### src/rtl/noc_pkg.sv
`default_nettype none
// ============================================================================
//  Module      : noc_pkg
//  Description : Shared NoC constants: default flit width, downstream credit
//                depth, flit-type encodings and injection-FSM state codes.
//  Revision    : 1.0 - initial release
// ============================================================================
package noc_pkg;

    // Default flit width and downstream buffer depth (slots)
    localparam int c_FLIT_W  = 20;
    localparam int c_CREDITS = 4;

    // Flit type lives in the two MSBs of every flit
    localparam logic [1:0] c_FT_HEAD   = 2'b10;
    localparam logic [1:0] c_FT_BODY   = 2'b00;
    localparam logic [1:0] c_FT_TAIL   = 2'b01;
    localparam logic [1:0] c_FT_SINGLE = 2'b11;

    // Injection FSM state encoding
    localparam logic [0:0] c_ST_IDLE   = 1'b0;
    localparam logic [0:0] c_ST_LOCKED = 1'b1;

endpackage
`default_nettype wire

### src/rtl/rr_arbiter.sv
`default_nettype none
// ============================================================================
//  Module      : rr_arbiter
//  Description : Combinational round-robin picker. Searches requesters
//                starting one past the previous grantee and returns the first
//                active one as a one-hot grant plus its binary index.
//  Revision    : 1.0 - initial release
// ============================================================================
module rr_arbiter #(
    parameter int N_REQ = 4,
    parameter int IDX_W = (N_REQ > 1) ? $clog2(N_REQ) : 1
) (
    input  logic [N_REQ-1:0] req,
    input  logic [IDX_W-1:0] last_grant,
    input  logic             enable,
    output logic [N_REQ-1:0] grant,
    output logic [IDX_W-1:0] index
);

    logic [IDX_W-1:0] w_cand;
    logic             w_found;

    // Walk the ring from last_grant+1; the first active requester wins
    always_comb begin
        grant   = '0;
        index   = '0;
        w_cand  = '0;
        w_found = 1'b0;
        if (enable) begin
            for (int off = 1; off <= N_REQ; off++) begin
                w_cand = IDX_W'((int'(last_grant) + off) % N_REQ);
                if (!w_found && req[w_cand]) begin
                    grant[w_cand] = 1'b1;
                    index         = w_cand;
                    w_found       = 1'b1;
                end
            end
        end
    end

endmodule
`default_nettype wire

### src/rtl/pe_inject_arbiter.sv
`default_nettype none
// ============================================================================
//  Module      : pe_inject_arbiter
//  Description : Shares one router local input port among N_REQ processing
//                elements. Round-robin between packets, wormhole lock on a
//                head flit until its tail, credit-based flow control toward
//                the router and a one-cycle registered output stage.
//  Revision    : 1.0 - initial release
// ============================================================================
module pe_inject_arbiter
    import noc_pkg::*;
#(
    parameter int N_REQ    = 4,
    parameter int FLIT_W   = c_FLIT_W,
    parameter int CREDITS  = c_CREDITS,
    localparam int CNT_W   = $clog2(CREDITS + 1)
) (
    input  logic                      clk,
    input  logic                      RST,
    input  logic [N_REQ-1:0]          req_valid,
    input  logic [N_REQ*FLIT_W-1:0]   req_data,
    output logic [N_REQ-1:0]          req_ready,
    input  logic                      ci,
    output logic [FLIT_W-1:0]         dataout,
    output logic                      out_valid,
    output logic [CNT_W-1:0]          credit_cnt,
    output logic                      err_credit
);

    localparam int IDX_W = (N_REQ > 1) ? $clog2(N_REQ) : 1;

    // FSM and arbitration history; while LOCKED last_grant is also the owner
    logic [0:0]       r_state_q,      w_state_d;
    logic [IDX_W-1:0] r_last_grant_q, w_last_grant_d;

    // Credit and output stage
    logic [CNT_W-1:0]  r_credit_q,    w_credit_d;
    logic              r_err_q,       w_err_d;
    logic              r_out_valid_q, w_out_valid_d;
    logic [FLIT_W-1:0] r_dataout_q,   w_dataout_d;

    // Selection wires
    logic [N_REQ-1:0]  w_arb_grant;
    logic [IDX_W-1:0]  w_arb_idx;
    logic [N_REQ-1:0]  w_sel_oh;
    logic [IDX_W-1:0]  w_sel_idx;
    logic [FLIT_W-1:0] w_sel_flit;
    logic [1:0]        w_sel_type;
    logic              w_credit_ok;
    logic              w_xfer;

    rr_arbiter #(
        .N_REQ (N_REQ),
        .IDX_W (IDX_W)
    ) u_rr_arbiter (
        .req        (req_valid),
        .last_grant (r_last_grant_q),
        .enable     (r_state_q == c_ST_IDLE),
        .grant      (w_arb_grant),
        .index      (w_arb_idx)
    );

    assign w_credit_ok = (r_credit_q != '0);
    assign w_sel_flit  = req_data[w_sel_idx*FLIT_W +: FLIT_W];
    assign w_sel_type  = w_sel_flit[FLIT_W-1 -: 2];
    assign w_xfer      = |(req_valid & req_ready);

    // FSM state register, restores IDLE with the ring pointer at the last slot
    always_ff @(posedge clk) begin
        if (!RST) begin
            r_state_q      <= c_ST_IDLE;
            r_last_grant_q <= IDX_W'(N_REQ - 1);
        end else begin
            r_state_q      <= w_state_d;
            r_last_grant_q <= w_last_grant_d;
        end
    end

    // FSM next state: head locks the grantee, tail releases it
    always_comb begin
        w_state_d      = r_state_q;
        w_last_grant_d = r_last_grant_q;
        if (w_xfer) begin
            case (r_state_q)
                c_ST_IDLE: begin
                    w_last_grant_d = w_sel_idx;
                    if (w_sel_type == c_FT_HEAD) begin
                        w_state_d = c_ST_LOCKED;
                    end
                end
                default: begin
                    // head/single/body while locked are forwarded, no change
                    if (w_sel_type == c_FT_TAIL) begin
                        w_state_d = c_ST_IDLE;
                    end
                end
            endcase
        end
    end

    // FSM outputs: pick the eligible requester and gate ready on credit/reset
    always_comb begin
        w_sel_idx = r_last_grant_q;
        w_sel_oh  = '0;
        if (r_state_q == c_ST_IDLE) begin
            w_sel_idx = w_arb_idx;
            w_sel_oh  = w_arb_grant;
        end else begin
            w_sel_oh[r_last_grant_q] = req_valid[r_last_grant_q];
        end
        req_ready = (RST && w_credit_ok) ? w_sel_oh : '0;
    end

    // Credit accounting, sticky overflow detection and output capture
    always_comb begin
        w_credit_d    = r_credit_q;
        w_err_d       = r_err_q;
        w_out_valid_d = w_xfer;
        w_dataout_d   = w_xfer ? w_sel_flit : r_dataout_q;
        if (w_xfer && !ci) begin
            w_credit_d = r_credit_q - 1'b1;
        end else if (ci && !w_xfer) begin
            if (r_credit_q == CNT_W'(CREDITS)) begin
                w_err_d = 1'b1;
            end else begin
                w_credit_d = r_credit_q + 1'b1;
            end
        end
    end

    // Datapath registers
    always_ff @(posedge clk) begin
        if (!RST) begin
            r_credit_q    <= CNT_W'(CREDITS);
            r_err_q       <= 1'b0;
            r_out_valid_q <= 1'b0;
            r_dataout_q   <= '0;
        end else begin
            r_credit_q    <= w_credit_d;
            r_err_q       <= w_err_d;
            r_out_valid_q <= w_out_valid_d;
            r_dataout_q   <= w_dataout_d;
        end
    end

    assign credit_cnt = r_credit_q;
    assign err_credit = r_err_q;
    assign out_valid  = r_out_valid_q;
    assign dataout    = r_dataout_q;

endmodule
`default_nettype wire

### config.mk
export PLATFORM = sky130hd
export DESIGN_NAME = pe_inject_arbiter
export DESIGN_NICKNAME = d
export VERILOG_FILES = /design/src/rtl/noc_pkg.sv /design/src/rtl/rr_arbiter.sv /design/src/rtl/pe_inject_arbiter.sv
export SDC_FILE = /design/constraint.sdc
export NUM_CORES = 1
export LEC_CHECK = 0
export CORE_AREA = 2 2 82 84
export DETAILED_ROUTE_END_ITERATION = 10
export DIE_AREA = 0 0 84 86
export PLACE_DENSITY = 0.82
export SLEW_MARGIN = 10
export SYNTH_ARGS = -nofsm -noshare
export SYNTH_HDL_FRONTEND = slang
export SYNTH_SLANG_ARGS = --single-unit
### constraint.sdc
create_clock -name clk -period 4.62 [get_ports clk]
set_input_delay 0.693 -clock clk [delete_from_list [all_inputs] [get_ports clk]]
set_output_delay 0.693 -clock clk [all_outputs]
set_load 0.005 [all_outputs]
# == Yosys cells after proc, flatten, opt, wreduce, memory -nomap -nowiden ==
# Cells that the tools add are included.
# totals
word_cells,103
ff_bits,28
input_bits,87
out_inout_bits,29
# classes
order_cmp,10
bitwise,7
mux,46
reduce_logical,22
n_shift,1
n_addsub,6
mul,1
n_eq_ne,4
# ops
operator,count
$shiftx A80 B8 Y20,1
$mux W4,9
$mux W1,19
$lt A2 B3 Y1 const B,5
$or A4 B4 Y4,3
$logic_and A1 B1 Y1,11
$bmux W1 S2,5
$demux W1 S2,5
$ge A2 B1 Y1 const B,5
$mux W2,5
$mux W3,3
$and A4 B4 Y4,2
$logic_not A1 Y1,5
$mul A2 B3 Y5 const B,1
$add A2 B1 Y2 const B,2
$add A2 B2 Y2 const B,2
$reduce_and A2 Y1,2
$reduce_or A4 Y1,1
$add A3 B1 Y3 const B,1
$eq A3 B3 Y1 const B,1
$reduce_and A3 Y1,1
$reduce_bool A3 Y1,1
$sub A3 B1 Y3 const B,1
$eq A2 B1 Y1 const B,1
4 further kinds,5

# == Longest topological paths before layout ==
# Gate-level depths: netlist (run 1).
# depth
depth_word,24
mapped_depth,17
depth_no_buf,13

# == Hierarchy ==
# From an unflattened synthesis (run 1), not the netlist that was laid out.
# hier_totals
hier_cells,224
hier_area_um2,2214.6
# modules_own_cells
mod,cells_each,area_each_um2,n_inst,seq_area_each_um2
pe_inject_arbiter,177,1775.5,1,560.5
rr_arbiter,47,439.2,1,0.0

# == Worst setup path before layout (run 1) ==
# Ideal clock, no wire load.
# synth_timing
path_type,reg-to-reg
from,reg r_last_grant_q[0]
to,reg r_credit_q[1] (netlist: credit_cnt[1])
n_path_buf,3
setup_ps,59
path_stages_with_launch,16
synth_period_minus_slack_ps,4158
required_time_ps,4561
arrival_ps,4099
setup_slack_ps,462
path_cell_list,dfxtp_1 -> buf_2 -> inv_1 -> ha_1 -> buf_2 -> mux4_2 -> nor2b_4 -> a221o_1 -> a32o_1 -> a2111o_1 -> buf_2 -> ha_1 -> inv_1 -> fa_1 -> o21ai_0 -> and2_1
# synth_via
elab_chain_cells,24
elab_cells_between_ends,73
classes_between,4 x add/sub; 10 x order compare; 1 x eq/ne; 36 x mux; 5 x bitwise; 17 x reduce/logical
# synth_lines
element,line,text
from (decl),pe_inject_arbiter.sv:34,"logic [IDX_W-1:0] r_last_grant_q, w_last_grant_d;"
from (signal assigned),pe_inject_arbiter.sv:72,r_last_grant_q <= IDX_W'(N_REQ - 1);
from (signal assigned),pe_inject_arbiter.sv:75,r_last_grant_q <= w_last_grant_d;
"parallel branches: the longest is 16 deep, another holds $lt A2 B3 Y1",n/a,
$mux W4 *,pe_inject_arbiter.sv:105,if (r_state_q == c_ST_IDLE) begin
$mux W4 *,pe_inject_arbiter.sv:111,req_ready = (RST && w_credit_ok) ? w_sel_oh : '0;
net req_ready[2],pe_inject_arbiter.sv:22,"output logic [N_REQ-1:0] req_ready,"
$and A4 B4 Y4 *,pe_inject_arbiter.sv:66,assign w_xfer = |(req_valid & req_ready);
$reduce_or A4 Y1 *,pe_inject_arbiter.sv:66,
net w_out_valid_d,pe_inject_arbiter.sv:39,"logic r_out_valid_q, w_out_valid_d;"
$logic_not A1 Y1,pe_inject_arbiter.sv:122,end else if (ci && !w_xfer) begin
$logic_and A1 B1 Y1,pe_inject_arbiter.sv:122,
$reduce_bool A2 Y1 (no line),n/a,
$reduce_and A2 Y1 (no line),n/a,
to (signal assigned),pe_inject_arbiter.sv:134,r_credit_q <= CNT_W'(CREDITS);
to (signal assigned),pe_inject_arbiter.sv:139,r_credit_q <= w_credit_d;
to (decl),pe_inject_arbiter.sv:37,"logic [CNT_W-1:0] r_credit_q, w_credit_d;"
# Mark *: on every way through the listed nets, which the timed path passes. The select of a mux whose other input is x is not followed.
# A chain may end at the register's enable or synchronous reset.

# == Final worst setup path (run 1) ==
# layout_timing
from,reg r_last_grant_q[1]
to,reg r_credit_q[2] (netlist: credit_cnt[2])
# layout_via
elab_chain_cells,24
elab_cells_between_ends,73
classes_between,4 x add/sub; 10 x order compare; 1 x eq/ne; 36 x mux; 5 x bitwise; 17 x reduce/logical
# layout_lines
element,line
"parallel branches: the longest is 16 deep, another holds $lt A2 B3 Y1",n/a
$mux W4 *,pe_inject_arbiter.sv:105
$mux W4 *,pe_inject_arbiter.sv:111
$and A4 B4 Y4 *,pe_inject_arbiter.sv:66
$reduce_or A4 Y1 *,pe_inject_arbiter.sv:66
$logic_not A1 Y1,pe_inject_arbiter.sv:122
$logic_and A1 B1 Y1,pe_inject_arbiter.sv:122
$reduce_bool A2 Y1 (no line),n/a
$reduce_and A2 Y1 (no line),n/a
# Mark *: on every way between the ends. The select of a mux whose other input is x is not followed.

==> results of run 1 <==
-- cell families after synthesis --
kind of cell	Yosys count
flip-flops	28
AO/OA/AOI/OAI	73
adder cells (fa/ha/maj)	11
buffers and inverters	31
multiplexers	48
XOR/XNOR	1
AND/OR/NAND/NOR	73
-- layer usage --
metal / global-route usage / wire length (µm) / vias to the layer above
li1: - / - / 1166
met1: 0.205 / 2570 / 1101
met2: 0.316 / 3370 / 118
met3: 0.0452 / 520 / 16
met4: 0.0601 / 103 / 0
met5: 0 / 0 / -
-- per-stage QoR --
stage | instances | instance area (µm²) | hold slack (ns) | setup WS, ns
after global routing | 443 | 3560 | 0.476 | 0.292
after global placement | 439 | 3490 | 0.437 | 0.591
after floorplan | 265 | 2310 | 0.447 | 0.462
after detailed placement | 439 | 3490 | 0.441 | 0.497
final | 443 | 3560 | 0.453 | 0.523
after CTS | 443 | 3560 | 0.456 | 0.581
-- report_power, final --
| group | internal (mW) | leakage, nW | switching [mW] |
|---|---|---|---|
| sequential | 0.314 | 0.230 | 0.0592 |
| combinational | 0.754 | 1.16 | 0.794 |
| clock | 0.116 | 0.0357 | 0.0779 |
| total | 1.18 | 1.42 | 0.931 |
-- final timing paths --
kind                           from             to  slack [ns]  cells past startpoint
hold / removal           dataout[7]     dataout[7]        0.45                      2
hold reg to reg          dataout[7]     dataout[7]        0.45                      2
setup / recovery  r_last_grant_q[1]  credit_cnt[2]        0.52                     13
setup reg to reg  r_last_grant_q[1]  credit_cnt[2]        0.52                     13
-- state kept, by name, summed over array words and instances, names as in the netlist --
name and flops:
r_last_grant_q 2, dataout 20, err_credit 1, out_valid 1, credit_cnt 3, r_state_q 1
-- synthesized netlist by cell type, types with 7 or more instances --
master    number
dfxtp_1       28
o211ai_1      21
mux2i_1       24
buf_2         10
nand2_1       44
ha_1          10
nor2b_1        7
a21boi_1      19
clkbuf_1       8
inv_1          8
a21oi_1        8
mux2_2        20
-- critical path: stages (launching register included) --
cell and delay, ns:
dfxtp_1 0.55, inv_1 0.20, ha_1 0.46, mux4_2 0.61
nor2b_4 0.17, a221o_1 0.30, a32o_1 0.28, a2111o_1 0.44
ha_1 0.22, inv_1 0.09, fa_1 0.20, xor2_1 0.09
o21ai_0 0.19, o311ai_0 0.16
-- cell type report --
cell class	count	share of cell area
timing repair buffer	119	0.332
multi-input combinational	206	0.454
clock buffer	3	0.0116
sequential	28	0.157
clock inverter	1	0.00844
tap	77	0.0271
inverter	9	0.00949
==> flow_metrics.py, run 1 <==
metrics = {
    "outcome": {
        "status": "finished, final reports clean",
    },
    "place": {
        "gp_congestion": 0.901,
        "portBuffers": 115,
        "hpwlAfterDp_mm": 5.04,
    },
    "yosys": {
        "synthCells": 265,
        "synth.yosys.warnings": 0,
        "synth_edf_count": 0,
        "async_flop_share": 0,
        "yosysTopAreaCell": "dfxtp_1",
        "synth_area_leaders": "dfxtp_1 (24%), mux2i_1 (10%), mux2_2 (9.7%)",
        "synthAdderAreaFrac": 0.0628,
        "ys_ff_latch": 28,
        "synthMuxAreaShare": 0.240,
        "syn_nets": 363,
        "synth_xor_area_frac": 0.00379,
        "synth-simple-area-share": 0.149,
        "synth_top_area_frac": 0.242,
        "syn_avg_cell_area_um2": 8.73,
        "synth-compound-area-share": 0.238,
        "ys_types": 47,
        "syn_area_um2": 2310,
        "synth_top_family_by_area": "multiplexers",
        "yosysSeqAreaShare": 0.242,
        "synth-main-ff-cell": "dfxtp_1",
    },
    "final_layout": {
        "nNetsFinal": 465,
        "final_common_cell": "clkdlybuf4s50_1",
        "drive_gt1_frac": 0.107,
        "mostFrequentLayoutCells": "clkdlybuf4s50_1 (115), nand2_1 (44), dfxtp_1 (28), mux2i_1 (24), o211ai_1 (21)",
        "n_antenna_cell": 0,
        "multiInputGateArea_um2": 1620,
        "synthToLayoutAreaGrowth_pct": 54.0,
        "postLayoutCoreUtil": 0.567,
        "regArea_um2": 561,
        "n_fill_cell": 562,
    },
    "worst_setup_path": {
        "crit_fanout": 10,
        "crit_arrival_ns": 4.23,
        "crit_path_end_kind": "flip-flop",
        "cp-start-kind": "flip-flop",
        "required_ns": 4.76,
        "path_class": "flip-flop to flip-flop",
    },
    "clock_network": {
        "clock_latency_ns": 0.28,
        "cts_tree": "built",
        "cts_setup_buffers": 0,
        "cts_root_buffer": "clkbuf_8",
        "cts_buffers": 3,
        "hold_buffers": 0,
        "clock-sinks": 28,
        "clk_path_buf_depth": 2,
        "htree_levels": 1,
        "path_clk_slew_ns": 0.10,
        "cts_resized": 0,
    },
    "global_routing": {
        "grt_max_degree": 40,
        "grt_pass1_wl_mm": 10.6,
        "antenna_found_initial": 0,
        "grt_usage": 0.176,
        "grt_overflow": 0,
        "grt_pass1_vias": 2303,
    },
    "pwr": {
        "power_density_nw_per_um2": 594,
        "max-vdd-ir-drop_v": 0.000572,
        "power_mw": 2.11,
        "leakage_nw": 1.42,
    },
    "die": {
        "row_count": 29,
        "die_h_um": 86,
        "core_area_um2": 6280,
        "dieArea_um2": 7220,
        "io_pins": 116,
        "die_w_um": 84,
        "floorplan.initialDensity": 0.368,
    },
    "sta": {
        "period_share": 0.887,
        "timing.final.crit_period_ns": 4.10,
        "rsz0062_at_grt": "false",
        "tns_ns": 0,
        "finalSetupViolCount": 0,
        "clock_skew_ns": 0.00769,
        "max_slew.worst_pin.slew_ns": 0.906,
        "fmax_mhz": 244,
        "slew_viol_final": 0,
        "finalHoldViolations": 0,
        "slew_headroom": 0.395,
    },
    "drt": {
        "wirelength_mm": 6.56,
        "firstDrtPassIters": 6,
        "drc_errors": 0,
        "num_vias": 2401,
        "wl_per_cell_um": 14.8,
        "viasPerCell": 5.42,
        "first_iter_violations": 120,
        "ant_nets": 0,
    },
    "run": {
        "drv_cap": 0,
    },
    "worst_hold_path": {
        "min_path_type": "flip-flop to flip-flop",
    },
}
Power figures use the tool's default switching activity.
==> run 2, diff against run 1 <==
- CORE_AREA: 2 2 82 84 -> 3 3 83 85
- DIE_AREA: 0 0 84 86 -> 0 0 86 88
==> run 2 against run 1 <==
Compared with the run above: die area grew 4.8%; worst hold slack improved by 0.0024 ns; core utilization rose by 0.12 points; via count decreased by 3.7%; cell count grew 0.23%; maximum frequency grew 0.94%; critical endpoint is now credit_cnt[1].
==> flow_metrics.py, run 2 (synthesis results as in run 1) <==
metrics = {
    "worst_setup_path": {
        "r2r_slack_ns": 0.56,
        "endpoint": "credit_cnt[1]",
        "crit_fanout": 10,
        "path_class": "flip-flop to flip-flop",
        "crit_path_end_kind": "flip-flop",
        "startpoint": "r_last_grant_q[1]",
        "r2r-end": "credit_cnt[1]",
        "required_ns": 4.84,
        "reg2regPathDepth": 12,
        "crit_arrival_ns": 4.28,
        "rr_startpoint": "r_last_grant_q[1]",
        "cp-start-kind": "flip-flop",
    },
    "final_layout": {
        "n_fill_cell": 567,
        "drive_gt1_frac": 0.109,
        "final_common_cell": "clkdlybuf4s50_1",
        "n_antenna_cell": 0,
        "nNetsFinal": 466,
        "synthToLayoutAreaGrowth_pct": 54.3,
        "largest_reg_flops": 20,
        "mostFrequentLayoutCells": "clkdlybuf4s50_1 (115), nand2_1 (44), dfxtp_1 (28), mux2i_1 (24), o211ai_1 (21)",
    },
    "sta": {
        "finalSetupViolCount": 0,
        "max_slew.worst_pin.slew_ns": 0.891,
        "slew_headroom": 0.404,
        "finalHoldViolations": 0,
        "hold_ws_ns": 0.455,
        "slew_viol_final": 0,
        "fmax_mhz": 246,
        "clock_skew_ns": 0.0131,
        "rsz0062_at_grt": "false",
        "timing.final.crit_period_ns": 4.06,
        "period_share": 0.879,
        "tns_ns": 0,
    },
    "pwr": {
        "leakage_nw": 1.43,
        "max-vdd-ir-drop_v": 0.000528,
        "power_density_nw_per_um2": 592,
    },
    "die": {
        "dieArea_um2": 7570,
        "die_w_um": 86,
        "row_count": 29,
        "die_h_um": 88,
        "io_pins": 116,
        "core_area_um2": 6280,
        "floorplan.initialDensity": 0.368,
    },
    "global_routing": {
        "grt_usage": 0.170,
        "grt_overflow": 0,
        "grt_max_degree": 40,
        "antenna_found_initial": 0,
        "grt_pass1_wl_mm": 10.5,
        "grt_pass1_vias": 2261,
    },
    "place": {
        "hpwlAfterDp_mm": 5.18,
        "portBuffers": 115,
        "gp_congestion": 0.828,
    },
    "clock_network": {
        "cts_buffers": 3,
        "cts_tree": "built",
        "clk_path_buf_depth": 2,
        "cts_setup_buffers": 0,
        "hold_buffers": 0,
        "cts_root_buffer": "clkbuf_8",
        "path_clk_slew_ns": 0.09,
        "clock_latency_ns": 0.28,
        "clock-sinks": 28,
        "cts_resized": 0,
        "htree_levels": 1,
    },
    "drt": {
        "wl_per_cell_um": 14.7,
        "viasPerCell": 5.21,
        "num_vias": 2312,
        "firstDrtPassIters": 4,
        "wirelength_mm": 6.53,
        "first_iter_violations": 83,
        "ant_nets": 0,
        "drc_errors": 0,
    },
    "outcome": {
        "status": "finished, final reports clean",
    },
    "worst_hold_path": {
        "min_path_type": "flip-flop to flip-flop",
    },
    "run": {
        "drv_cap": 0,
    },
}
==> run 2: worst min-delay path by stage <==
stage | from | slack [ns] | depth (start not counted) | to
after global routing | dataout[0] | 0.48 | 2 | dataout[0]
after global placement | dataout[5] | 0.44 | 2 | dataout[5]
after CTS | dataout[8] | 0.46 | 2 | dataout[8]
after detailed placement | dataout[8] | 0.45 | 2 | dataout[8]
final | dataout[8] | 0.46 | 2 | dataout[8]
after floorplan | dataout[19] | 0.45 | 2 | dataout[19]
==> run 2: critical path, stage by stage (launching register included) <==
cell and delay (ns):
dfxtp_1 0.54, inv_1 0.22, ha_1 0.46, mux4_2 0.61
nor2b_4 0.17, a221o_1 0.30, a32o_1 0.28, a2111o_1 0.44
ha_1 0.23, inv_1 0.10, fa_1 0.41, o21ai_0 0.14
and2_1 0.13
==> run 2: area by class of cell <==
class                      count  area [µm²]  share of cell area
clock buffer                   3        41.3              0.0116
clock inverter                 1        30.0             0.00842
inverter                       9        33.8             0.00947
multi-input combinational    206        1620               0.453
sequential                    28         561               0.157
tap                           77        96.3              0.0270
timing repair buffer         120        1190               0.333
==> run 2: routing by layer <==
metal	track usage	vias up	routed length [µm]	share of wire
met2	0.296	96	3290	0.50
met5	0	-	0	0
li1	-	1162	-	-
met1	0.200	1038	2560	0.39
met4	0.0647	0	140	0.021
met3	0.0461	16	536	0.082
==> run 2: report_power, final <==
part	switching [mW]	internal [mW]
Clock	0.0781	0.116
Combinational	0.781	0.762
Sequential	0.0593	0.314
Total	0.919	1.19
==> run 2: through the flow <==
step	power, mW	setup WS (ns)	utilization	std cells	instance area, µm²
2_1_floorplan	1.53	0.462	-	265	2310
3_3_place_gp	1.91	0.567	0.557	440	3500
3_5_place_dp	1.94	0.495	0.557	440	3500
4_1_cts	2.14	0.574	0.568	444	3570
5_1_grt	2.31	0.308	0.568	444	3570
6_report	2.11	0.561	0.568	444	3570
==> run 3, diff against run 2 <==
- CORE_AREA: 3 3 83 85 -> 5 5 85 87
- DIE_AREA: 0 0 86 88 -> 0 0 90 92
==> run 3 against run 2 <==
Compared with the run above: core utilization up 0.080 points; worst setup slack worse by 0.11 ns; highest routed layer unchanged; cell count down 0.23%; combinational power up 3%; first-iteration DRC count down 36%; maximum frequency down 2.6%; critical path depth down 4; die area up 9.4%.
==> flow_metrics.py, run 3 (synthesis results as in run 1) <==
metrics = {
    "pwr": {
        "swShare": 0.439,
        "seq_power_share": 0.174,
        "comb_power_share": 0.735,
        "power_density_nw_per_um2": 600,
        "p_switching_uw": 941,
        "leakage_nw": 1.43,
        "pwr-share-clk": 0.091,
        "p_int_mw": 1.20,
        "max-vdd-ir-drop_v": 0.000674,
    },
    "final_layout": {
        "n_antenna_cell": 0,
        "nNetsFinal": 465,
        "postLayoutCoreUtil": 0.569,
        "final_common_cell": "clkdlybuf4s50_1",
        "n_fill_cell": 581,
        "mostFrequentLayoutCells": "clkdlybuf4s50_1 (115), nand2_1 (44), dfxtp_1 (28), mux2i_1 (24), o211ai_1 (21)",
        "synthToLayoutAreaGrowth_pct": 54.5,
        "largest_reg_flops": 20,
        "drive_gt1_frac": 0.107,
    },
    "die": {
        "floorplan.initialDensity": 0.368,
        "core_area_um2": 6280,
        "row_count": 29,
        "die_h_um": 92,
        "dieArea_um2": 8280,
        "io_pins": 116,
        "die_w_um": 90,
    },
    "drt": {
        "viasPerCell": 5.31,
        "drc_errors": 0,
        "first_iter_violations": 53,
        "wirelength_mm": 6.82,
        "firstDrtPassIters": 5,
        "wl_per_cell_um": 15.4,
        "num_vias": 2354,
        "ant_nets": 0,
    },
    "clock_network": {
        "path_clk_slew_ns": 0.10,
        "cts_tree": "built",
        "hold_buffers": 0,
        "cts_root_buffer": "clkbuf_8",
        "cts_setup_buffers": 0,
        "clk_path_buf_depth": 2,
        "cts_resized": 0,
        "cts_buffers": 3,
        "clock-sinks": 28,
        "clock_latency_ns": 0.28,
        "htree_levels": 1,
    },
    "sta": {
        "rsz0062_at_grt": "false",
        "timing.final.crit_period_ns": 4.17,
        "slew_viol_final": 0,
        "period_share": 0.903,
        "finalHoldViolations": 0,
        "tns_ns": 0,
        "slew_headroom": 0.381,
        "clock_skew_ns": 0.00758,
        "max_slew.worst_pin.slew_ns": 0.926,
        "fmax_mhz": 240,
        "finalSetupViolCount": 0,
        "hold_ws_ns": 0.452,
    },
    "worst_setup_path": {
        "reg2regPathDepth": 11,
        "crit_fanout": 10,
        "cp-start-kind": "flip-flop",
        "startpoint": "r_last_grant_q[1]",
        "required_ns": 3.93,
        "rr_startpoint": "r_last_grant_q[1]",
        "endpoint": "req_ready[1]",
        "path_class": "flip-flop to primary output",
        "r2r-end": "credit_cnt[2]",
        "crit_path_end_kind": "primary output",
        "r2r_slack_ns": 0.47,
        "crit_arrival_ns": 3.48,
    },
    "global_routing": {
        "antenna_found_initial": 0,
        "grt_usage": 0.154,
        "grt_overflow": 0,
        "grt_max_degree": 40,
        "grt_pass1_wl_mm": 11.0,
        "grt_pass1_vias": 2369,
    },
    "worst_hold_path": {
        "min_path_type": "flip-flop to flip-flop",
    },
    "place": {
        "portBuffers": 115,
        "hpwlAfterDp_mm": 5.31,
        "gp_congestion": 0.860,
    },
    "outcome": {
        "status": "finished, final reports clean",
    },
    "run": {
        "drv_cap": 0,
    },
}
==> run 3: cell count changes in the layout (fill, tap and decap cells not counted), sizes merged <==
cell and change:
buf -1
==> run 3: area by class of cell <==
type                    instances  area [µm²]  share of cell area
flip-flops and latches         28         561               0.157
inverters                       9        33.8             0.00946
clock inverters                 1        30.0             0.00841
multi-input cells             206        1620               0.453
well taps                      77        96.3              0.0270
repair buffers                119        1190               0.334
clock buffers                   3        41.3              0.0116
==> run 3: metrics by stage <==
step	total power [mW]	instance area [µm²]	worst slack (ns)	instances
5_1_grt	2.33	3570	0.216	443
6_report	2.14	3570	0.450	443
3_5_place_dp	1.96	3500	0.470	439
4_1_cts	2.16	3570	0.498	443
2_1_floorplan	1.53	2310	0.462	265
3_3_place_gp	1.93	3500	0.607	439
==> run 3: power groups by stage <==
stage	clock network, mW	registers, mW	logic [mW]
after floorplan	0	0.367	1.16
final	0.195	0.373	1.58
after detailed placement	0	0.376	1.58
after CTS	0.198	0.372	1.59
after global routing	0.211	0.384	1.74
after global placement	0	0.374	1.55
==> run 3: worst min path at each step <==
stage / startpoint / end / slack [ns] / cells past startpoint
final: dataout[6] / dataout[6] / 0.45 / 2
after global routing: dataout[5] / dataout[5] / 0.47 / 2
after CTS: dataout[6] / dataout[6] / 0.46 / 2
after detailed placement: dataout[15] / dataout[15] / 0.44 / 2
after global placement: dataout[8] / dataout[8] / 0.44 / 2
after floorplan: dataout[19] / dataout[19] / 0.45 / 2
==> run 3: critical path: stages (launching register included) <==
cell and delay, ns:
dfxtp_1 0.57, inv_1 0.23, ha_1 0.48, mux4_2 0.61
nor2b_4 0.17, a221oi_1 0.38, nor2_1 0.08, a22o_1 0.24
clkdlybuf4s50_1 0.44
==> run 3: metal layers <==
layer | routed length [µm] | vias to the layer above | track usage
li1 | - | 1166 | -
met1 | 2720 | 1086 | 0.175
met2 | 3450 | 92 | 0.282
met3 | 576 | 10 | 0.0475
met4 | 78 | 0 | 0.0372
met5 | 0 | - | 0
